`src/rtl/uart_pkg.sv`:
```
// rtl/uart_pkg.sv - shared UART receiver types and constants
package uart_pkg;

  typedef enum logic [2:0] {
    IDLE      = 3'd0,
    START     = 3'd1,
    DATA      = 3'd2,
    STOP      = 3'd3,
    WAIT_IDLE = 3'd4
  } state_e;

  localparam int OVS     = 16;
  localparam int VOTE_LO = 7;
  localparam int VOTE_HI = 9;

  // Characters the display stage treats specially
  localparam logic [7:0] CR   = 8'h0D;
  localparam logic [7:0] DASH = 8'h2D;

  function automatic logic majority3(input logic a, input logic b, input logic c);
    return (a & b) | (a & c) | (b & c);
  endfunction

endpackage

```
`src/rtl/baud_tick_gen.sv`:
```
// rtl/baud_tick_gen.sv - free-running divisor producing a one-clk oversample tick
module baud_tick_gen #(
  parameter int DIV = 651
) (
  input  logic clk,
  input  logic reset,
  output logic tick
);

  localparam int CW = (DIV > 1) ? $clog2(DIV) : 1;
  localparam logic [CW-1:0] LAST = CW'(DIV - 1);

  logic [CW-1:0] cnt_q, cnt_d;
  logic          tick_q, tick_d;

  always_comb begin
    tick_d = (cnt_q == LAST);
    cnt_d  = tick_d ? '0 : cnt_q + 1'b1;
  end

  always_ff @(posedge clk or posedge reset) begin
    if (reset) begin
      cnt_q  <= '0;
      tick_q <= 1'b0;
    end else begin
      cnt_q  <= cnt_d;
      tick_q <= tick_d;
    end
  end

  assign tick = tick_q;

endmodule

```
`src/rtl/uart_rx_byte.sv`:
```
// rtl/uart_rx_byte.sv - 8N1 receiver, 16x oversampled with 3-sample majority vote
module uart_rx_byte
  import uart_pkg::*;
#(
  parameter int CLK_FREQ   = 100_000_000,
  parameter int BAUD       = 9600,
  parameter int OVERSAMPLE = 16
) (
  input  logic       clk,
  input  logic       reset,
  input  logic       rx,
  output logic [7:0] data,
  output logic       newdata,
  output logic       frame_err,
  output logic       busy,
  output logic       baud
);

  localparam int DIV = CLK_FREQ / (BAUD * OVERSAMPLE);

  logic       rx_meta_q, rx_s_q;
  state_e     state_q, state_d;
  logic [3:0] samp_cnt_q, samp_cnt_d;
  logic [2:0] bit_cnt_q, bit_cnt_d;
  logic [7:0] shift_q, shift_d;
  logic       v_lo_q, v_lo_d, v_mid_q, v_mid_d;
  logic [7:0] data_q, data_d;
  logic       newdata_q, newdata_d;
  logic       frame_err_q, frame_err_d;
  logic       busy_q, busy_d;
  logic [3:0] cur_tick;
  logic       vote;

  baud_tick_gen #(.DIV(DIV)) u_tick (
    .clk  (clk),
    .reset(reset),
    .tick (baud)
  );

  // The detection tick is tick 0; cur_tick is the index of the tick now arriving
  assign cur_tick = samp_cnt_q + 4'd1;
  assign vote     = majority3(v_lo_q, v_mid_q, rx_s_q);

  always_comb begin
    state_d     = state_q;
    samp_cnt_d  = samp_cnt_q;
    bit_cnt_d   = bit_cnt_q;
    shift_d     = shift_q;
    v_lo_d      = v_lo_q;
    v_mid_d     = v_mid_q;
    data_d      = data_q;
    newdata_d   = 1'b0;
    frame_err_d = 1'b0;
    busy_d      = (state_q != IDLE);
    if (baud) begin
      case (state_q)
        IDLE: begin
          if (!rx_s_q) begin
            samp_cnt_d = '0;
            bit_cnt_d  = '0;
            state_d    = START;
          end
        end
        WAIT_IDLE: begin
          if (rx_s_q) state_d = IDLE;
        end
        default: begin
          samp_cnt_d = cur_tick;
          if (cur_tick == 4'(VOTE_LO))     v_lo_d  = rx_s_q;
          if (cur_tick == 4'(VOTE_LO + 1)) v_mid_d = rx_s_q;
          if (cur_tick == 4'(VOTE_HI)) begin
            case (state_q)
              START: state_d = vote ? IDLE : DATA;
              DATA: begin
                shift_d   = {vote, shift_q[7:1]};
                bit_cnt_d = bit_cnt_q + 3'd1;
                if (bit_cnt_q == 3'd7) state_d = STOP;
              end
              STOP: begin
                // Leave mid-stop-bit so a following start edge is never missed
                if (vote) begin
                  data_d    = shift_q;
                  newdata_d = 1'b1;
                  state_d   = IDLE;
                end else begin
                  frame_err_d = 1'b1;
                  state_d     = WAIT_IDLE;
                end
              end
              default: state_d = IDLE;
            endcase
          end
        end
      endcase
    end
  end

  always_ff @(posedge clk or posedge reset) begin
    if (reset) begin
      rx_meta_q   <= 1'b1;
      rx_s_q      <= 1'b1;
      state_q     <= IDLE;
      samp_cnt_q  <= '0;
      bit_cnt_q   <= '0;
      shift_q     <= '0;
      v_lo_q      <= 1'b1;
      v_mid_q     <= 1'b1;
      data_q      <= '0;
      newdata_q   <= 1'b0;
      frame_err_q <= 1'b0;
      busy_q      <= 1'b0;
    end else begin
      rx_meta_q   <= rx;
      rx_s_q      <= rx_meta_q;
      state_q     <= state_d;
      samp_cnt_q  <= samp_cnt_d;
      bit_cnt_q   <= bit_cnt_d;
      shift_q     <= shift_d;
      v_lo_q      <= v_lo_d;
      v_mid_q     <= v_mid_d;
      data_q      <= data_d;
      newdata_q   <= newdata_d;
      frame_err_q <= frame_err_d;
      busy_q      <= busy_d;
    end
  end

  assign data      = data_q;
  assign newdata   = newdata_q;
  assign frame_err = frame_err_q;
  assign busy      = busy_q;

endmodule

```
`config.mk`:
```
export PLATFORM = sky130hd
export DESIGN_NAME = uart_rx_byte
export DESIGN_NICKNAME = d
export VERILOG_FILES = /design/src/rtl/uart_pkg.sv /design/src/rtl/baud_tick_gen.sv /design/src/rtl/uart_rx_byte.sv
export SDC_FILE = /design/constraint.sdc
export NUM_CORES = 1
export LEC_CHECK = 0
export CORE_MARGIN = 2
export CORE_UTILIZATION = 40
export CTS_CLUSTER_DIAMETER = 120
export DETAILED_ROUTE_END_ITERATION = 7
export DONT_BUFFER_PORTS = 1
export GPL_ROUTABILITY_DRIVEN = 0
export GPL_TIMING_DRIVEN = 0
export PLACE_DENSITY = 0.56
export SETUP_SLACK_MARGIN = 0.5
export SLEW_MARGIN = 25
export SYNTH_ARGS = -nofsm -noshare
export SYNTH_HDL_FRONTEND = slang
export SYNTH_SLANG_ARGS = --single-unit
```
`constraint.sdc`:
```
create_clock -name clk -period 1.95 [get_ports clk]
set_input_delay 0.195 -clock clk [delete_from_list [all_inputs] [get_ports clk]]
set_output_delay 0.195 -clock clk [all_outputs]
set_load 0.03 [all_outputs]
```
==> impl_results.html, run 1 <==
<table>
<tr><th>Metric</th><th>Value</th></tr>
<tr><th colspan="2">Yosys</th></tr>
<tr><td>Synthesis-stage register bit count</td><td>44</td></tr>
<tr><td>Number of synthesized flops with an enable pin</td><td>0</td></tr>
<tr><td>Count leader, synth</td><td>sky130_fd_sc_hd__dfrtp_1</td></tr>
<tr><td>Top FF cell, synth</td><td>sky130_fd_sc_hd__dfrtp_1</td></tr>
<tr><td>Sequential fraction of the synthesis area</td><td>51.8%</td></tr>
<tr><td>Post-Syn Instances</td><td>170</td></tr>
<tr><td>Cell types occupying the most area after synthesis</td><td>sky130_fd_sc_hd__dfrtp_1 47%, sky130_fd_sc_hd__mux2_4 11%, sky130_fd_sc_hd__dfstp_2 4.9%, sky130_fd_sc_hd__ha_1 4.7%, sky130_fd_sc_hd__nand3_1 2.6%</td></tr>
<tr><td>Top cells by count, synth</td><td>40 x sky130_fd_sc_hd__dfrtp_1, 16 x sky130_fd_sc_hd__mux2_4, 11 x sky130_fd_sc_hd__nand2_1, 11 x sky130_fd_sc_hd__nand3_1</td></tr>
<tr><td>Top-area cell type share of the netlist area</td><td>46.8%</td></tr>
<tr><td>Synth Cell Area</td><td>between 2000 and 2500 µm²</td></tr>
<tr><td>Synth area leader</td><td>sky130_fd_sc_hd__dfrtp_1</td></tr>
<tr><td>Avg Cell Area, Syn</td><td>about 13 µm²</td></tr>
<tr><td>Warnings, synthesis</td><td>0</td></tr>
<tr><td>Number of library cell types mapped by synthesis</td><td>42</td></tr>
<tr><td>Post-synth net total</td><td>~180</td></tr>
<tr><td>Async S/R FF share, synth</td><td>100%</td></tr>
<tr><th colspan="2">Clock network</th></tr>
<tr><td>Clock input transition at the sequential cells of the worst setup and hold paths</td><td>about 0.080 ns</td></tr>
<tr><td>Clock Tree Root</td><td>sky130_fd_sc_hd__clkbuf_8</td></tr>
<tr><td>Sinks on the clock net</td><td>between 40 and 50</td></tr>
<tr><td>Clock buffer depth</td><td>2</td></tr>
<tr><td>TritonCTS clock tree</td><td>built</td></tr>
<tr><td>Total clock buffers created by CTS</td><td>5</td></tr>
<tr><td>H-tree depth reported by CTS</td><td>2</td></tr>
<tr><td>Clock network latency to the later pin of the worst-skew pair</td><td>~0.30 ns</td></tr>
<tr><th colspan="2">Global routing</th></tr>
<tr><td>Vias in the first global route</td><td>1365</td></tr>
<tr><td>Initial antenna violation count</td><td>0</td></tr>
<tr><td>Largest net degree at the start of global routing</td><td>25</td></tr>
<tr><td>GRT Residual Overflow</td><td>0</td></tr>
<tr><td>GRT Util Overall</td><td>roughly 14%</td></tr>
<tr><td>First-pass GRT wire length</td><td>roughly 6.5 mm</td></tr>
<tr><th colspan="2">Placement</th></tr>
<tr><td>Port-buffer cells</td><td>0</td></tr>
<tr><td>Total half-perimeter wirelength after legalization and detailed placement</td><td>2.45 mm</td></tr>
<tr><th colspan="2">Critical path</th></tr>
<tr><td>Reg-to-Reg Start</td><td>samp_cnt_q[1]</td></tr>
<tr><td>Endpoint required time on the critical path</td><td>around 2.1 ns</td></tr>
<tr><td>Beginning of the critical path</td><td>samp_cnt_q[1]</td></tr>
<tr><td>Worst-path fanout max</td><td>8</td></tr>
<tr><td>Critical path startpoint category</td><td>flop</td></tr>
<tr><td>Worst setup path class</td><td>flop to flop</td></tr>
<tr><td>Arrival time of the worst setup path</td><td>between 2 and 2.5 ns</td></tr>
<tr><td>Capturing element type of the critical path</td><td>flop</td></tr>
<tr><th colspan="2">STA</th></tr>
<tr><td>Endpoints failing setup</td><td>0</td></tr>
<tr><td>Hold Violations, Final</td><td>0</td></tr>
<tr><td>Worst setup skew after layout</td><td>between 0.007 and 0.008 ns</td></tr>
<tr><td>Final Slew Violations</td><td>0</td></tr>
<tr><td>Final worst-path cycle share</td><td>between 90% and 100%</td></tr>
<tr><td>Transition time at the pin with the least slew margin</td><td>roughly 0.55 ns</td></tr>
<tr><td>Worst hold margin</td><td>around 0.36 ns</td></tr>
<tr><td>Headroom to the max-slew limit</td><td>63.2%</td></tr>
<tr><td>Maximum frequency from static timing analysis</td><td>approximately 0.55 GHz</td></tr>
<tr><td>Unrepaired setup endpoints after global routing</td><td>true</td></tr>
<tr><td>Final Critical Period</td><td>1.83 ns</td></tr>
<tr><th colspan="2">Power and ir drop</th></tr>
<tr><td>Tot Pwr</td><td>1.67 mW</td></tr>
<tr><td>PD cells</td><td>655 nW/µm²</td></tr>
<tr><td>Max rail drop VDD</td><td>0.000235 V</td></tr>
<tr><td>Standby leakage power</td><td>1.17 nW</td></tr>
<tr><th colspan="2">Route</th></tr>
<tr><td>Post-DRT Antenna Nets</td><td>0</td></tr>
<tr><td>Number of design rule violations left after detail routing</td><td>0</td></tr>
<tr><td>Post-detailed-route wirelength per cell</td><td>approximately 14 µm</td></tr>
<tr><td>Detailed router's first-iteration violation count</td><td>91</td></tr>
<tr><td>Drt via density</td><td>5.17</td></tr>
<tr><td>DR pass1 iterations</td><td>4</td></tr>
<tr><td>Vias after detailed routing</td><td>between 1000 and 1500</td></tr>
<tr><td>Detailed Route WL</td><td>3.76 mm</td></tr>
<tr><th colspan="2">Outcome</th></tr>
<tr><td>Result of the run</td><td>finished, final reports clean</td></tr>
<tr><th colspan="2">Floorplanning</th></tr>
<tr><td>Vert. Die Dim</td><td>77.1 µm</td></tr>
<tr><td>I/O pin count</td><td>15</td></tr>
<tr><td>Die width</td><td>77.1 µm</td></tr>
<tr><td>Die outline area</td><td>about 5900 µm²</td></tr>
<tr><td>Core Rows</td><td>26</td></tr>
<tr><td>Initial Utilization</td><td>between 40% and 50%</td></tr>
<tr><td>Placeable core region</td><td>~5100 µm²</td></tr>
<tr><th colspan="2">Cells and area</th></tr>
<tr><td>Net total in the final layout</td><td>200</td></tr>
<tr><td>Flip-flop and latch area</td><td>~1100 µm²</td></tr>
<tr><td>Multi-input gate area</td><td>1060 µm²</td></tr>
<tr><td>Fillcell total</td><td>approximately 470</td></tr>
<tr><td>Area growth from synthesis to layout</td><td>19.0%</td></tr>
<tr><td>Final core utilization</td><td>about half</td></tr>
<tr><td>Fraction of final layout cells with drive strength greater than 1</td><td>roughly two fifths</td></tr>
<tr><td>Antenna diode count</td><td>0</td></tr>
<tr><th colspan="2">Min path</th></tr>
<tr><td>Worst Min Path Start</td><td>rx_meta_q</td></tr>
<tr><td>Path type of the worst min-delay path</td><td>flop to flop</td></tr>
<tr><th colspan="2">Flow run</th></tr>
<tr><td>Max Cap Viol</td><td>0</td></tr>
</table>
## per-stage QoR
stage	cells	TNS, ns	area, µm²	worst slack (ns)
2_1_floorplan	170	0	2150	0.166
3_3_place_gp	240	0	2230	0.0371
3_5_place_dp	241	-0.0223	2260	-0.0223
4_1_cts	258	0	2510	0.116
5_1_grt	260	0	2540	0.0498
6_report	260	0	2540	0.117
## cell families after synthesis
group | share of synthesized area (%)
and+or+nand+nor | 16.9
DFF | 51.8
AOI/OAI and AO/OA | 7.09
muxes | 13.8
buffers and inverters | 2.46
adders and majority gates | 5.15
xor gates and xnor gates | 2.87
## registers in the layout, indices dropped and copies added, names as in the netlist
register	flops
bit_cnt_q	3
busy	1
data	8
frame_err	1
newdata	1
rx_meta_q	1
rx_s_q	1
samp_cnt_q	4
shift_q	8
state_q	3
u_tick.cnt_q	10
u_tick.tick	1
v_lo_q	1
v_mid_q	1
## layout by cell type (no fill, tap or decap), drive strengths merged, types with 2 or more instances in the layout
cell | netlist | final
inv | 8 | 9
nand3 | 13 | 13
clkbuf | 0 | 5
a31o | 2 | 2
dfstp | 4 | 4
xnor2 | 5 | 5
and3 | 4 | 4
dfrtp | 40 | 40
o21ai | 8 | 8
a31oi | 2 | 2
ha | 8 | 8
xor2 | 2 | 2
and2 | 2 | 2
mux2i | 2 | 2
and2b | 3 | 3
nand3b | 2 | 2
a21oi | 5 | 5
nor2b | 2 | 2
mux2 | 19 | 19
nor2 | 8 | 8
nand2 | 13 | 13
nor3 | 4 | 4
buf | 2 | 12
dlygate4sd3 | 0 | 2
## critical path: stages (launching register included)
cell                      delay, ns
sky130_fd_sc_hd__dfrtp_2       0.46
sky130_fd_sc_hd__ha_4          0.19
sky130_fd_sc_hd__or2_4         0.23
sky130_fd_sc_hd__o21ai_4       0.08
sky130_fd_sc_hd__a31o_4        0.23
sky130_fd_sc_hd__nand3_4       0.18
sky130_fd_sc_hd__mux2_4        0.35
## layout make-up
cell class                      instances  area share [%]
Multi-Input combinational cell        116            41.9
Clock buffer                            5            2.71
Sequential cell                        44            43.6
Clock inverter                          3            1.82
Timing Repair Buffer                   12            4.53
Tap cell                               70            3.44
Inverter                                8            1.18
Buffer                                  2           0.885
## per-layer routing
layer | track usage [%] | part of all wire, % | up-vias
li1 | - | - | 637
met1 | 16.2 | 42 | 668
met2 | 24.1 | 52 | 31
met3 | 4.12 | 4.2 | 9
met4 | 6.25 | 2.0 | 0
met5 | 0 | 0 | -
## power by group
group          internal [mW]  switching (mW)
combinational        0.00913          0.0198
clock                  0.386           0.333
sequential             0.916         0.00195
total                   1.31           0.355
## repair_timing
item	CTS	global route
gates resized for setup	14	4
pin swaps	10	6
buffers inserted	7	2
hold buffers	2	0
endpoints found under the setup margin	33	37
endpoints found under the hold margin	20	0
## final timing paths
path                              endpoint  slack, ns  cells past startpoint
max in group asynchronous     bit_cnt_q[1]       1.07                      3
min reg2reg                         rx_s_q       0.36                      0
min                                 rx_s_q       0.36                      0
max reg2reg                        data[4]       0.12                      6
max                                data[4]       0.12                      6
min in group asynchronous  u_tick.cnt_q[5]       0.39                      2
Power figures use the tool's default switching activity.
==> inputs of run 2 (changes only) <==
--- a/config.mk
+++ b/config.mk
@@ -6,13 +6,13 @@
 export NUM_CORES = 1
 export LEC_CHECK = 0
 export CORE_MARGIN = 2
-export CORE_UTILIZATION = 40
+export CORE_UTILIZATION = 46
 export CTS_CLUSTER_DIAMETER = 120
 export DETAILED_ROUTE_END_ITERATION = 7
 export DONT_BUFFER_PORTS = 1
 export GPL_ROUTABILITY_DRIVEN = 0
 export GPL_TIMING_DRIVEN = 0
-export PLACE_DENSITY = 0.56
+export PLACE_DENSITY = 0.63
 export SETUP_SLACK_MARGIN = 0.5
 export SLEW_MARGIN = 25
 export SYNTH_ARGS = -nofsm -noshare
==> run 2 against run 1 <==
Critical endpoint is now data[5]. Highest routed layer unchanged. Critical path type unchanged. Count of clock-buffer cells in the layout is the same. Clock power fell by 3%. Global-route usage grew 1.5 points. Core utilization is 8.2 points higher.
==> impl_results.html, run 2 (synthesized netlist as in run 1, its figures left out) <==
<table>
<tr><th>Metric</th><th>Value</th></tr>
<tr><th colspan="2">Outcome</th></tr>
<tr><td>Result of the run</td><td>finished, final reports clean</td></tr>
<tr><th colspan="2">Critical path</th></tr>
<tr><td>Worst reg2reg path depth</td><td>6</td></tr>
<tr><td>Endpoint required time on the critical path</td><td>~2.1 ns</td></tr>
<tr><td>Worst-path fanout max</td><td>8</td></tr>
<tr><td>Worst setup path class</td><td>flop to flop</td></tr>
<tr><td>Reg-to-reg slack, setup</td><td>roughly 0.13 ns</td></tr>
<tr><td>Endpoint of the most critical register-to-register path</td><td>data[5]</td></tr>
<tr><td>Capturing element type of the critical path</td><td>flop</td></tr>
<tr><td>Critical path startpoint category</td><td>flop</td></tr>
<tr><td>Arrival time of the worst setup path</td><td>around 2 ns</td></tr>
<tr><td>Reg-to-Reg Start</td><td>samp_cnt_q[0]</td></tr>
<tr><th colspan="2">STA</th></tr>
<tr><td>Final sum of negative setup slack</td><td>0 ns</td></tr>
<tr><td>Hold Violations, Final</td><td>0</td></tr>
<tr><td>Final Slew Violations</td><td>0</td></tr>
<tr><td>Headroom to the max-slew limit</td><td>between 70 and 80%</td></tr>
<tr><td>Worst hold margin</td><td>approximately 0.32 ns</td></tr>
<tr><td>Unrepaired setup endpoints after global routing</td><td>true</td></tr>
<tr><td>Worst path setup slack after routing</td><td>0.129 ns</td></tr>
<tr><td>Maximum frequency from static timing analysis</td><td>around 0.55 GHz</td></tr>
<tr><td>Worst setup skew after layout</td><td>approximately 0.0074 ns</td></tr>
<tr><td>Final Critical Period</td><td>about 1.8 ns</td></tr>
<tr><td>Endpoints failing setup</td><td>0</td></tr>
<tr><td>Transition time at the pin with the least slew margin</td><td>around 0.38 ns</td></tr>
<tr><td>Final worst-path cycle share</td><td>93.4%</td></tr>
<tr><th colspan="2">Clock network</th></tr>
<tr><td>TritonCTS clock tree</td><td>built</td></tr>
<tr><td>H-tree depth reported by CTS</td><td>2</td></tr>
<tr><td>Total clock buffers created by CTS</td><td>5</td></tr>
<tr><td>Clock buffer depth</td><td>2</td></tr>
<tr><td>Clock Tree Root</td><td>sky130_fd_sc_hd__clkbuf_8</td></tr>
<tr><td>Sinks on the clock net</td><td>44</td></tr>
<tr><td>Clock input transition at the sequential cells of the worst setup and hold paths</td><td>0.09 ns</td></tr>
<tr><td>Clock network latency to the later pin of the worst-skew pair</td><td>between 0.2 and 0.3 ns</td></tr>
<tr><th colspan="2">Floorplanning</th></tr>
<tr><td>Placeable core region</td><td>approximately 4400 µm²</td></tr>
<tr><td>I/O pin count</td><td>15</td></tr>
<tr><td>Core Rows</td><td>24</td></tr>
<tr><td>Die outline area</td><td>between 5000 and 6000 µm²</td></tr>
<tr><td>Vert. Die Dim</td><td>72.2 µm</td></tr>
<tr><td>Die width</td><td>approximately 70 µm</td></tr>
<tr><td>Initial Utilization</td><td>around 48%</td></tr>
<tr><th colspan="2">Global routing</th></tr>
<tr><td>GRT Util Overall</td><td>15.5%</td></tr>
<tr><td>GRT Residual Overflow</td><td>0</td></tr>
<tr><td>Largest net degree at the start of global routing</td><td>30</td></tr>
<tr><td>Initial antenna violation count</td><td>0</td></tr>
<tr><td>First-pass GRT wire length</td><td>between 6 and 7 mm</td></tr>
<tr><td>Vias in the first global route</td><td>roughly 1400</td></tr>
<tr><th colspan="2">Route</th></tr>
<tr><td>Detailed Route WL</td><td>around 3.8 mm</td></tr>
<tr><td>Post-DRT Antenna Nets</td><td>0</td></tr>
<tr><td>Detailed router's first-iteration violation count</td><td>around 80</td></tr>
<tr><td>Drt via density</td><td>between 5 and 6</td></tr>
<tr><td>Number of design rule violations left after detail routing</td><td>0</td></tr>
<tr><td>Vias after detailed routing</td><td>roughly 1300</td></tr>
<tr><td>DR pass1 iterations</td><td>4</td></tr>
<tr><td>Post-detailed-route wirelength per cell</td><td>~15 µm</td></tr>
<tr><th colspan="2">Placement</th></tr>
<tr><td>Port-buffer cells</td><td>0</td></tr>
<tr><td>Worst-case setup slack after placement</td><td>-0.0142 ns</td></tr>
<tr><td>Total half-perimeter wirelength after legalization and detailed placement</td><td>around 2.5 mm</td></tr>
<tr><th colspan="2">Cells and area</th></tr>
<tr><td>Fillcell total</td><td>~360</td></tr>
<tr><td>Antenna diode count</td><td>0</td></tr>
<tr><td>Area growth from synthesis to layout</td><td>19.3%</td></tr>
<tr><td>Fraction of final layout cells with drive strength greater than 1</td><td>around two fifths</td></tr>
<tr><td>Leading cell types in the layout, fill and taps excluded</td><td>37 x sky130_fd_sc_hd__dfrtp_1, 16 x sky130_fd_sc_hd__mux2_4, 12 x sky130_fd_sc_hd__buf_4, 11 x sky130_fd_sc_hd__nand2_1, 11 x sky130_fd_sc_hd__nand3_1</td></tr>
<tr><td>Flip-flop and latch area</td><td>around 1100 µm²</td></tr>
<tr><td>Net total in the final layout</td><td>203</td></tr>
<tr><td>Leading cell type in the layout, fill and taps excluded</td><td>sky130_fd_sc_hd__dfrtp_1</td></tr>
<tr><td>Largest register by flop count</td><td>u_tick.cnt_q</td></tr>
<tr><td>Multi-input gate area</td><td>1080 µm²</td></tr>
<tr><td>Flip-flop count of the largest register after layout</td><td>10</td></tr>
<tr><th colspan="2">Power and ir drop</th></tr>
<tr><td>Standby leakage power</td><td>around 1.2 nW</td></tr>
<tr><td>Switching power</td><td>337 µW</td></tr>
<tr><td>Power share of the sequential group</td><td>55.8%</td></tr>
<tr><td>Internal power component</td><td>1.31 mW</td></tr>
<tr><td>Max rail drop VDD</td><td>around 0.00033 V</td></tr>
<tr><td>Combinational Power Share</td><td>1.7%</td></tr>
<tr><td>Switching power as a share of total power</td><td>between 20 and 25%</td></tr>
<tr><td>PD cells</td><td>approximately 650 nW/µm²</td></tr>
<tr><td>Clk network pwr share</td><td>between 40% and 50%</td></tr>
<tr><th colspan="2">Min path</th></tr>
<tr><td>Path type of the worst min-delay path</td><td>primary input to asynchronous set/reset pin</td></tr>
<tr><th colspan="2">Flow run</th></tr>
<tr><td>Max Cap Viol</td><td>0</td></tr>
</table>
run 2: changes by cell type in the layout (fill, tap and decap cells not counted), sizes merged:
cell,before,now
buf,12,15
run 2: worst max path at each step:
stage                             start           end  slack [ns]  cells after the start
after floorplan           samp_cnt_q[1]       data[0]        0.17                      6
after global placement    samp_cnt_q[1]  bit_cnt_q[2]        0.04                      6
after detailed placement  samp_cnt_q[1]  bit_cnt_q[2]       -0.01                      6
after CTS                 samp_cnt_q[0]       data[5]        0.11                      6
after global routing      samp_cnt_q[0]       data[5]        0.07                      6
final                     samp_cnt_q[0]       data[5]        0.13                      6
run 2: final cells by class:
type	count	share of cell area (%)
multi-input combinational	116	42.2
sequential	44	43.5
timing repair buffer	15	5.11
inverter	8	1.18
buffer	2	0.884
clock inverter	3	1.82
clock buffer	5	2.70
tap	52	2.55
run 2: repair_timing:
item,CTS,global route
setup buffers,10,2
setup endpoints to repair,33,35
pin swaps,11,8
hold endpoints to repair,16,0
gates resized for setup,16,6
hold buffers,2,0
run 2: power by group through the flow:
stage	Clock (mW)	Combinational [mW]	Sequential (mW)
final	0.701	0.0273	0.918
after global routing	0.763	0.0316	0.918
after CTS	0.727	0.0288	0.918
after detailed placement	0	0.0255	0.935
after global placement	0	0.0193	0.935
after floorplan	0	0.0149	0.935
run 2: critical path, cell delays in order, from the launching register on:
cell,delay (ns)
sky130_fd_sc_hd__dfrtp_2,0.45
sky130_fd_sc_hd__ha_4,0.18
sky130_fd_sc_hd__or2_4,0.24
sky130_fd_sc_hd__o21ai_4,0.08
sky130_fd_sc_hd__a31o_4,0.23
sky130_fd_sc_hd__nand3_4,0.18
sky130_fd_sc_hd__mux2_4,0.35
run 2: routing by layer:
metal	up-vias	GRT usage, %	wire, µm
met4	0	5.66	51
met3	6	4.03	129
met5	-	0	0
li1	639	-	-
met1	679	19.8	1650
met2	23	25.4	1920
run 2: per-stage QoR:
step | area [µm²] | utilization, % | power [mW] | cells
2_1_floorplan | 2150 | - | 0.950 | 170
4_1_cts | 2510 | 56.9 | 1.67 | 243
3_3_place_gp | 2210 | 50.1 | 0.955 | 222
5_1_grt | 2550 | 57.7 | 1.71 | 245
6_report | 2550 | 57.7 | 1.65 | 245
3_5_place_dp | 2230 | 50.6 | 0.961 | 223
==> inputs of run 3 (changes only) <==
--- a/config.mk
+++ b/config.mk
@@ -5,7 +5,7 @@
 export SDC_FILE = /design/constraint.sdc
 export NUM_CORES = 1
 export LEC_CHECK = 0
-export CORE_MARGIN = 2
+export CORE_MARGIN = 3
 export CORE_UTILIZATION = 46
 export CTS_CLUSTER_DIAMETER = 120
 export DETAILED_ROUTE_END_ITERATION = 7
==> run 3 against run 2 <==
Count of clock-buffer cells in the layout did not move. Final cell count up 0.41%. First-iteration DRC count up 37%. Maximum frequency is 0.23% lower. Sequential power barely moved. Die area is 5.6% higher. Setup slack got worse by 0.0043 ns. Total power up 0.42%. Sequential cell count did not move. Core utilization increased by 0.31 points. Final area grew 0.54%.
==> impl_results.html, run 3 (synthesized netlist as in run 1, its figures left out) <==
<table>
<tr><th>Metric</th><th>Value</th></tr>
<tr><th colspan="2">Cells and area</th></tr>
<tr><td>Leading cell types in the layout, fill and taps excluded</td><td>37 x sky130_fd_sc_hd__dfrtp_1, 17 x sky130_fd_sc_hd__mux2_4, 11 x sky130_fd_sc_hd__nand3_1, 11 x sky130_fd_sc_hd__buf_4, 10 x sky130_fd_sc_hd__nand2_1</td></tr>
<tr><td>Final core utilization</td><td>58.0%</td></tr>
<tr><td>Leading cell type in the layout, fill and taps excluded</td><td>sky130_fd_sc_hd__dfrtp_1</td></tr>
<tr><td>Multi-input gate area</td><td>between 1000 and 1500 µm²</td></tr>
<tr><td>Antenna diode count</td><td>0</td></tr>
<tr><td>Fillcell total</td><td>about 350</td></tr>
<tr><td>Flip-flop count of the largest register after layout</td><td>10</td></tr>
<tr><td>Net total in the final layout</td><td>around 200</td></tr>
<tr><td>Fraction of final layout cells with drive strength greater than 1</td><td>between 40% and 50%</td></tr>
<tr><td>Area growth from synthesis to layout</td><td>19.9%</td></tr>
<tr><td>Largest register by flop count</td><td>u_tick.cnt_q</td></tr>
<tr><td>Flip-flop and latch area</td><td>roughly 1100 µm²</td></tr>
<tr><th colspan="2">Critical path</th></tr>
<tr><td>Worst setup path class</td><td>flop to flop</td></tr>
<tr><td>Critical path startpoint category</td><td>flop</td></tr>
<tr><td>Worst-path fanout max</td><td>8</td></tr>
<tr><td>Capturing element type of the critical path</td><td>flop</td></tr>
<tr><td>Endpoint required time on the critical path</td><td>2.14 ns</td></tr>
<tr><td>Arrival time of the worst setup path</td><td>approximately 2 ns</td></tr>
<tr><th colspan="2">STA</th></tr>
<tr><td>Unrepaired setup endpoints after global routing</td><td>true</td></tr>
<tr><td>Headroom to the max-slew limit</td><td>~73%</td></tr>
<tr><td>Final worst-path cycle share</td><td>between 90 and 100%</td></tr>
<tr><td>Final sum of negative setup slack</td><td>0 ns</td></tr>
<tr><td>Maximum frequency from static timing analysis</td><td>between 0.5 and 0.6 GHz</td></tr>
<tr><td>Final Critical Period</td><td>approximately 1.8 ns</td></tr>
<tr><td>Hold Violations, Final</td><td>0</td></tr>
<tr><td>Final Slew Violations</td><td>0</td></tr>
<tr><td>Worst setup skew after layout</td><td>0.0127 ns</td></tr>
<tr><td>Endpoints failing setup</td><td>0</td></tr>
<tr><td>Transition time at the pin with the least slew margin</td><td>0.408 ns</td></tr>
<tr><td>Worst path setup slack after routing</td><td>0.125 ns</td></tr>
<tr><th colspan="2">Floorplanning</th></tr>
<tr><td>Core Rows</td><td>24</td></tr>
<tr><td>Initial Utilization</td><td>48.4%</td></tr>
<tr><td>I/O pin count</td><td>15</td></tr>
<tr><td>Die outline area</td><td>between 5000 and 6000 µm²</td></tr>
<tr><td>Vert. Die Dim</td><td>roughly 74 µm</td></tr>
<tr><td>Placeable core region</td><td>4410 µm²</td></tr>
<tr><td>Die width</td><td>about 74 µm</td></tr>
<tr><th colspan="2">Clock network</th></tr>
<tr><td>Sinks on the clock net</td><td>44</td></tr>
<tr><td>H-tree depth reported by CTS</td><td>2</td></tr>
<tr><td>Total clock buffers created by CTS</td><td>5</td></tr>
<tr><td>Clock input transition at the sequential cells of the worst setup and hold paths</td><td>roughly 0.090 ns</td></tr>
<tr><td>Clock buffer depth</td><td>2</td></tr>
<tr><td>Clock Tree Root</td><td>sky130_fd_sc_hd__clkbuf_8</td></tr>
<tr><td>TritonCTS clock tree</td><td>built</td></tr>
<tr><td>Clock network latency to the later pin of the worst-skew pair</td><td>roughly 0.3 ns</td></tr>
<tr><th colspan="2">Placement</th></tr>
<tr><td>Port-buffer cells</td><td>0</td></tr>
<tr><td>Worst-case setup slack after placement</td><td>-0.000687 ns</td></tr>
<tr><td>Total half-perimeter wirelength after legalization and detailed placement</td><td>around 2.5 mm</td></tr>
<tr><th colspan="2">Route</th></tr>
<tr><td>Detailed Route WL</td><td>3.90 mm</td></tr>
<tr><td>Post-DRT Antenna Nets</td><td>0</td></tr>
<tr><td>DR pass1 iterations</td><td>4</td></tr>
<tr><td>Number of design rule violations left after detail routing</td><td>0</td></tr>
<tr><td>Vias after detailed routing</td><td>between 1000 and 1500</td></tr>
<tr><td>Post-detailed-route wirelength per cell</td><td>roughly 16 µm</td></tr>
<tr><td>Detailed router's first-iteration violation count</td><td>between 100 and 150</td></tr>
<tr><td>Drt via density</td><td>roughly 5.6</td></tr>
<tr><th colspan="2">Global routing</th></tr>
<tr><td>GRT Residual Overflow</td><td>0</td></tr>
<tr><td>Initial antenna violation count</td><td>0</td></tr>
<tr><td>Largest net degree at the start of global routing</td><td>28</td></tr>
<tr><td>Vias in the first global route</td><td>between 1000 and 1500</td></tr>
<tr><td>GRT Util Overall</td><td>approximately 15%</td></tr>
<tr><td>First-pass GRT wire length</td><td>between 6 and 7 mm</td></tr>
<tr><th colspan="2">Power and ir drop</th></tr>
<tr><td>Max rail drop VDD</td><td>0.000426 V</td></tr>
<tr><td>PD cells</td><td>between 600 and 700 nW/µm²</td></tr>
<tr><td>Standby leakage power</td><td>between 1 and 1.5 nW</td></tr>
<tr><td>Tot Pwr</td><td>~1.7 mW</td></tr>
<tr><th colspan="2">Flow run</th></tr>
<tr><td>Max Cap Viol</td><td>0</td></tr>
<tr><th colspan="2">Min path</th></tr>
<tr><td>Path type of the worst min-delay path</td><td>primary input to asynchronous set/reset pin</td></tr>
<tr><th colspan="2">Outcome</th></tr>
<tr><td>Result of the run</td><td>finished, final reports clean</td></tr>
</table>
[run 3: repair_timing]
| action | 4_1_cts | 5_1_grt |
|---|---|---|
| setup endpoints to repair | 32 | 35 |
| gates resized for setup | 13 | 11 |
| hold endpoints to repair | 14 | 0 |
| hold buffers | 2 | 0 |
| buffers inserted | 9 | 4 |
| pin swaps | 12 | 8 |
[run 3: area by class of cell]
type	instances	share of cell area (%)
Inverter	8	1.27
Buffer	2	0.879
Sequential cell	44	43.3
Multi-Input combinational cell	116	41.8
Clock buffer	5	2.69
Timing Repair Buffer	16	5.66
Clock inverter	3	1.81
Tap cell	52	2.54
[run 3: per-stage QoR]
stage / area (µm²) / instances / hold WS, ns
global placement: 2210 / 222 / 0.200
global route: 2560 / 246 / 0.358
finish: 2560 / 246 / 0.338
floorplan: 2150 / 170 / 0.199
detailed placement: 2230 / 223 / 0.0909
CTS: 2490 / 242 / 0.341
[run 3: critical path, cell delays in order, from the launching register on]
cell                      delay (ns)
sky130_fd_sc_hd__dfrtp_2        0.46
sky130_fd_sc_hd__ha_4           0.19
sky130_fd_sc_hd__or2_1          0.22
sky130_fd_sc_hd__o21ai_2        0.10
sky130_fd_sc_hd__a31o_4         0.22
sky130_fd_sc_hd__nand3_4        0.18
sky130_fd_sc_hd__mux2_4         0.35
[run 3: worst paths after layout]
path                                    to          start  cells past startpoint  slack, ns
setup / recovery                   data[5]  samp_cnt_q[0]                      6       0.12
hold / removal             u_tick.cnt_q[6]          reset                      2       0.34
setup reg to reg                   data[5]  samp_cnt_q[0]                      6       0.12
hold reg to reg                     rx_s_q      rx_meta_q                      0       0.36
max in group asynchronous     bit_cnt_q[2]          reset                      3       1.13
min in group clk                    rx_s_q      rx_meta_q                      0       0.36
[run 3: power breakdown]
group / internal [mW] / switching [mW] / total, mW
Sequential: 0.916 / 0.00220 / 0.918
Combinational: 0.00761 / 0.0193 / 0.0269
Clock: 0.386 / 0.322 / 0.708
[run 3: routing by layer]
| metal | part of all wire (%) | wire [µm] | vias to the layer above | track usage (%) |
|---|---|---|---|---|
| met4 | 2.8 | 109 | 0 | 6.24 |
| met1 | 42 | 1660 | 697 | 19.3 |
| met3 | 4.0 | 155 | 12 | 4.73 |
| met2 | 51 | 1980 | 29 | 24.7 |
| met5 | 0 | 0 | - | 0 |
| li1 | - | - | 642 | - |
